[config.mk]
export PLATFORM = sky130hd
export DESIGN_NAME = countdown_timer
export DESIGN_NICKNAME = d
export VERILOG_FILES = /design/src/rtl/countdown_timer.sv
export SDC_FILE = /design/constraint.sdc
export NUM_CORES = 1
export LEC_CHECK = 0
export CORE_ASPECT_RATIO = 1.1
export CORE_MARGIN = 8
export CORE_UTILIZATION = 45
export DETAILED_ROUTE_END_ITERATION = 16
export HOLD_SLACK_MARGIN = 0.02
export PLACE_DENSITY = 0.77
export SLEW_MARGIN = 30
export SYNTH_ARGS = -nofsm -noshare
export SYNTH_HDL_FRONTEND = slang
export SYNTH_SLANG_ARGS = --single-unit
[constraint.sdc]
create_clock -name clk -period 1.8 [get_ports clk]
set_input_delay 0.54 -clock clk [delete_from_list [all_inputs] [get_ports clk]]
set_output_delay 0.54 -clock clk [all_outputs]
set_load 0.005 [all_outputs]
[src/rtl/countdown_timer.sv]
// Programmable BCD countdown timer: synchronized tick_in rising edges decrement a DIGITS-wide BCD count
// under a load/run/pause/done FSM; commands act on the sampling edge, ticks land SYNC_STAGES edges after capture.
module countdown_timer #(
    parameter int DIGITS      = 2,
    parameter int SYNC_STAGES = 2
) (
    input  logic                clk,
    input  logic                rst,
    input  logic                tick_in,
    input  logic                load,
    input  logic [4*DIGITS-1:0] load_val,
    input  logic                start,
    input  logic                stop,
    output logic [4*DIGITS-1:0] bcd_out,
    output logic                running,
    output logic                done,
    output logic                expired
);

    localparam int W = 4 * DIGITS;

    localparam logic [1:0] S_IDLE  = 2'd0;
    localparam logic [1:0] S_RUN   = 2'd1;
    localparam logic [1:0] S_PAUSE = 2'd2;
    localparam logic [1:0] S_DONE  = 2'd3;

    logic [SYNC_STAGES-1:0] sync_q;
    logic                   prev_q;
    logic                   sync_out;
    logic                   tick_en;

    logic [1:0]   state_q;
    logic [1:0]   state_nxt;
    logic [W-1:0] count_q;
    logic [W-1:0] count_nxt;
    logic [W-1:0] load_clamped;
    logic [W-1:0] count_dec;
    logic         count_zero;
    logic         expired_q;
    logic         expired_nxt;

    function automatic logic [W-1:0] clamp_bcd(input logic [W-1:0] v);
        logic [W-1:0] r;
        r = v;
        for (int i = 0; i < DIGITS; i++) begin
            if (v[4*i +: 4] > 4'd9) begin
                r[4*i +: 4] = 4'd9;
            end
        end
        return r;
    endfunction

    // Ripple borrow: a zero digit wraps to 9 and passes the borrow upward.
    function automatic logic [W-1:0] bcd_dec(input logic [W-1:0] v);
        logic [W-1:0] r;
        logic         borrow;
        r      = v;
        borrow = 1'b1;
        for (int i = 0; i < DIGITS; i++) begin
            if (borrow) begin
                if (v[4*i +: 4] == 4'd0) begin
                    r[4*i +: 4] = 4'd9;
                end else begin
                    r[4*i +: 4] = v[4*i +: 4] - 4'd1;
                    borrow      = 1'b0;
                end
            end
        end
        return r;
    endfunction

    // Flops reset high so a tick_in already high at reset release is not seen as an edge.
    always_ff @(posedge clk or posedge rst) begin
        if (rst) begin
            sync_q <= '1;
            prev_q <= 1'b1;
        end else begin
            sync_q <= {sync_q[SYNC_STAGES-2:0], tick_in};
            prev_q <= sync_q[SYNC_STAGES-1];
        end
    end

    assign sync_out     = sync_q[SYNC_STAGES-1];
    assign tick_en      = sync_out & ~prev_q;
    assign load_clamped = clamp_bcd(load_val);
    assign count_dec    = bcd_dec(count_q);
    assign count_zero   = (count_q == '0);

    always_comb begin
        state_nxt   = state_q;
        count_nxt   = count_q;
        expired_nxt = 1'b0;
        if (load) begin
            count_nxt = load_clamped;
            if (state_q == S_DONE) begin
                state_nxt = S_IDLE;
            end
        end else if (stop) begin
            if (state_q == S_RUN) begin
                state_nxt = S_PAUSE;
            end
        end else if (start) begin
            case (state_q)
                S_IDLE: begin
                    if (count_zero) begin
                        state_nxt   = S_DONE;
                        expired_nxt = 1'b1;
                    end else begin
                        state_nxt = S_RUN;
                    end
                end
                S_PAUSE: state_nxt = S_RUN;
                default: state_nxt = state_q;
            endcase
        end else if (tick_en && (state_q == S_RUN) && !count_zero) begin
            count_nxt = count_dec;
            if (count_dec == '0) begin
                state_nxt   = S_DONE;
                expired_nxt = 1'b1;
            end
        end
    end

    always_ff @(posedge clk or posedge rst) begin
        if (rst) begin
            state_q   <= S_IDLE;
            count_q   <= '0;
            expired_q <= 1'b0;
        end else begin
            state_q   <= state_nxt;
            count_q   <= count_nxt;
            expired_q <= expired_nxt;
        end
    end

    assign bcd_out = count_q;
    assign running = (state_q == S_RUN);
    assign done    = (state_q == S_DONE);
    assign expired = expired_q;

endmodule

# After elaboration in Yosys (flattened, before gate mapping)
# Cells that the tools add are included.
[word_totals]
inputBits = 14
output_inout_bits = 11
ff_bits = 14
elab_cells = 58
[op_classes]
n_reduce_logical = 13
n_addsub = 2
order_cmp = 2
n_eq_ne = 8
n_mux = 26
bitwise_logic = 2
[ops]
columns = ["cell", "n"]
rows = [
  ["2-to-1 mux 8 bit", 4],
  ["2-to-1 mux 4 bit", 5],
  ["zero test 8 bit", 2],
  ["2-to-1 mux 2 bit", 8],
  ["greater-than comparator 4 bit, second input constant", 2],
  ["zero test 4 bit", 2],
  ["2-to-1 mux 1 bit", 8],
  ["nonzero test 4 bit", 2],
  ["subtractor 4 x 1 -> 4 bit, second input constant", 2],
  ["!= test 5 x 2 -> 1 bit, second input constant", 1],
  ["AND reduction 5 bit", 1],
  ["equality test 2 bit, second input constant", 2],
  ["!= test 2 bit, second input constant", 2],
  ["case mux 2 bit (2 select lines)", 1],
  ["!= test 3 x 2 -> 1 bit, second input constant", 1],
  ["AND reduction 3 bit", 1],
  ["equality test 2 x 1 -> 1 bit, second input constant", 1],
  ["logical AND 1 bit", 2],
  ["zero test 2 bit", 1],
  ["!= test 2 x 1 -> 1 bit, second input constant", 1],
  ["nonzero test 2 bit", 1],
  ["bitwise AND 1 bit", 1],
  ["zero test 1 bit", 1],
  ["inverter 1 bit", 1],
]

# Logic depth before layout (Yosys ltp)
[logic_depth]
word_depth = 9
ltp_mapped = 5
depth_no_buf = 4

# Worst setup path after synthesis
# Ideal clock, no wire load.
[synth_path]
kind = "input to register"
from = "input stop"
to = "register count_q[4], in the netlist bcd_out[4]"
path_stages = 4
arrival_time_ns = 1.485
path_slack_ns = 0.193
cell_sequence = "nor4_1 o211ai_1 or3_1 a32o_1"
[synth_between]
elab_chain_len = 2
[synth_rtl]
columns = ["item", "line_no", "source"]
rows = [
  ["start: declaration", "13", "input logic stop,"],
  ["!= test 2 bit (no line)", "n/a", ""],
  ["AND reduction 3 bit (no line)", "n/a", ""],
  ["end signal: assignment", "131", "count_q <= count_nxt;"],
  ["end: declaration", "34", "logic [W-1:0] count_q;"],
]
# Every way passes these cells.
# A chain may end at the register's enable or synchronous reset.

# Worst setup path in the final report
[layout_path]
from = "register count_q[2], in the netlist bcd_out[2]"
to = "output bcd_out[2]"
[layout_rtl]
columns = ["item", "line_no", "source"]
rows = [
  ["end: declaration", "14", "output logic [4*DIGITS-1:0] bcd_out,"],
]
# No word-level cell between the ends.

==> flow_summary.ini <==
[status]
outcome = finished, final reports clean

[synth]
ys_ff_latch = 14
synth_cell_type_count = 40
synth-adder-area-share_pct = 0
ys_seq_area_share_pct = 42.3
synth_edf_count = 0
yosys_warnings = 0
synthSimpleGateAreaFrac_pct = 30.2
synth-xor-area-share_pct = 0
synth_fp_nets = 100
synth-compound-area-share_pct = 20.9
synth_mux_area_share_pct = 2.39
synth_cells = 86
ys.flop_type = dfrtp_1
syn-mean-instance-area_sq_um = 9.73
synth_top_family_by_area = simple AND/OR/NAND/NOR gates
syn_area_sq_um = 837
async_flop_share_pct = 100

[global_route]
overflow = 0
antenna_found_initial = 0
grt_pass1_vias = 903
track_usage_pct = 14.4
grt_max_degree = 15
grt_first_pass_wirelength_um = 4020

[worst_setup_path]
slowest_stage = clkdlybuf4s50_1
crit_chain = clkdlybuf4s50_1
cp-start-kind = register
crit_type = register to output pin
r2r-start = bcd_out[6]$_DFFE_PP0P_
path_max_fanout = 6
cp_top_family = buffers and inverters
slowest_delay_ns = 0.52
crit_buf_inv = 1
reg2reg_depth = 4
endpoint_kind = output pin
reg2reg_to = expired$_DFF_PP0_
reg2reg_slack_ns = 0.06
crit_required_ns = 1.26
cp_num_cells = 1
arrival_ns = 1.23

[pwr]
seqPwrFrac_pct = 41.6
p_switching_mw = 0.275
power_density_mw_per_mm2 = 711
peakVddDrop_mv = 0.570
p_leak_nw = 0.588
internal_power_mw = 0.648
pwr-share-clk_pct = 25.2
p_comb_share_pct = 33.2
p_sw_share_pct = 29.8

[timing]
worst_pin_slew_ns = 0.560
min_period_ns = 1.77
max_freq_mhz = 564
setup_violations = 0
finClkSkew_ns = 0.00138
max-slew-margin-rel_pct = 62.6
maxSlewViolCount = 0
fin_crit_sh_pct = 98.5
hold_viol_final = 0
rsz0062_at_grt = no

[final_layout]
diodes = 0
utilization_pct = 73.7
stdcell_count = 150
layout-drive-gt1-share_pct = 29.5
area.growth.synth_to_final_pct = 55.2
nets = 147

[placement]
dp_cells = 136
io_buffer_count = 24
dp_hpwl_um = 1740
gp_congestion = 0.848

[clocking]
cts_root_buf = clkbuf_4
cts.sinks = 14
cts_buffers = 3
htree_levels = 1
cts_tree = built
clk-insertion-delay-late_ns = 0.29
cts_buffer_depth = 2
clkTransAtPathRegs_ns = 0.09
ctsHoldBuffers = 0

[min_path]
worst_hold_path.num_cells = 0
holdCritPathClass = register to register
hold_start = sync_q[0]$_DFF_PP1_
hold_end = sync_q[1]$_DFF_PP1_

[routing]
routed_wl_um = 2480
first_pass_iters = 4
drcViolationCount = 0
first_iter_violations = 28
ant_nets = 0
dr_total_vias = 878
avgRoutedWirePerCell_um = 16.6
drt-vias-per-instance = 5.85

[floorplanning]
die_w_um = 57.1
num_rows = 16
num_io_pins = 25
die_area_sq_mm = 0.00350
initial_core_util_pct = 47.5
die_y_um = 61.2
design.core.area_sq_mm = 0.00176

[flow_run]
drv_cap = 0
==> layout by cell type (no fill, tap or decap), drive strengths merged, types with 3 or more instances in the layout <==
master	n
buf	20
dfrtp	11
dlymetal6s2s	4
dfstp	3
inv	5
a211oi	3
clkbuf	4
nor3	3
dlygate4sd2	3
nand3b	3
nand2	5
nor2	8
o21ai	8
or3	3
clkdlybuf4s50	17
==> worst max path at each step <==
stage | startpoint | to | slack (ns)
detailed placement | stop | bcd_out[4]$_DFFE_PP0P_ | -0.39
finish | bcd_out[2]$_DFFE_PP0P_ | bcd_out[2] | 0.03
global route | bcd_out[6]$_DFFE_PP0P_ | bcd_out[2]$_DFFE_PP0P_ | 0.002
CTS | start | bcd_out[6]$_DFFE_PP0P_ | 0.01
global placement | stop | bcd_out[4]$_DFFE_PP0P_ | -0.35
floorplan | stop | bcd_out[4]$_DFFE_PP0P_ | 0.19
==> routing by layer <==
layer  GRT usage (%)  share of wire (%)  wire length [um]
met1            15.6                 41              1020
met4            9.40                2.5                62
met5               0                  0                 0
met3            2.89                5.3               131
met2            25.1                 51              1270
==> Yosys cell counts, types with 2 or more instances <==
cell / count / area (sq um)
a211oi_1: 2 / 15.0
a21oi_1: 2 / 10.0
a31oi_1: 2 / 12.5
dfrtp_1: 11 / 275
dfstp_2: 3 / 78.8
inv_1: 5 / 18.8
mux2i_1: 2 / 20.0
nand2_1: 5 / 18.8
nand2b_1: 2 / 12.5
nand3b_1: 3 / 22.5
nor2_1: 8 / 30.0
nor2b_1: 2 / 12.5
nor3_1: 3 / 15.0
nor4b_1: 2 / 17.5
o21ai_0: 8 / 40.0
or3_4: 2 / 22.5
==> timing repair <==
item                       in CTS  in global routing
buffers inserted                6                  6
gates resized for setup         9                  6
setup endpoints to repair       7                 14
pin swaps                       1                  6
==> through the flow <==
step | worst slack [ns] | TNS (ns) | power (mW) | hold slack, ns | area, sq um
after floorplan | 0.193 | 0 | 0.508 | 0.345 | 837
after global placement | -0.347 | -1.94 | 0.648 | 0.346 | 1160
after detailed placement | -0.390 | -2.41 | 0.657 | 0.356 | 1160
after CTS | 0.0110 | 0 | 0.933 | 0.369 | 1260
after global routing | 0.00249 | 0 | 0.973 | 0.376 | 1300
final | 0.0273 | 0 | 0.923 | 0.371 | 1300
==> cell type report <==
type,count,area (sq um)
Multi-Input combinational cell,65,464
Fill cell,133,463
Timing Repair Buffer,44,400
Sequential cell,14,357
Clock buffer,4,36.3
Tap cell,18,22.5
Inverter,5,18.8
==> state kept, by name, summed over array words and instances, names as in the netlist <==
name / cells
bcd_out: 8
state_q: 2
sync_q: 2
expired: 1
prev_q: 1
==> kinds of logic (layout without fill, tap and decap cells) <==
family / after synthesis / in the layout
buffers and inverters: 7 / 53
AOI/OAI and AO/OA: 24 / 24
DFF: 14 / 14
and+or+nand+nor: 39 / 39
muxes: 2 / 2
==> power groups by stage <==
stage          logic, mW  clock network (mW)  registers, mW
2_1_floorplan      0.118                   0          0.390
3_3_place_gp       0.258                   0          0.390
3_5_place_dp       0.264                   0          0.393
4_1_cts            0.318               0.232          0.382
5_1_grt            0.334               0.249          0.390
6_report           0.306               0.233          0.384
Power figures use the tool's default switching activity.
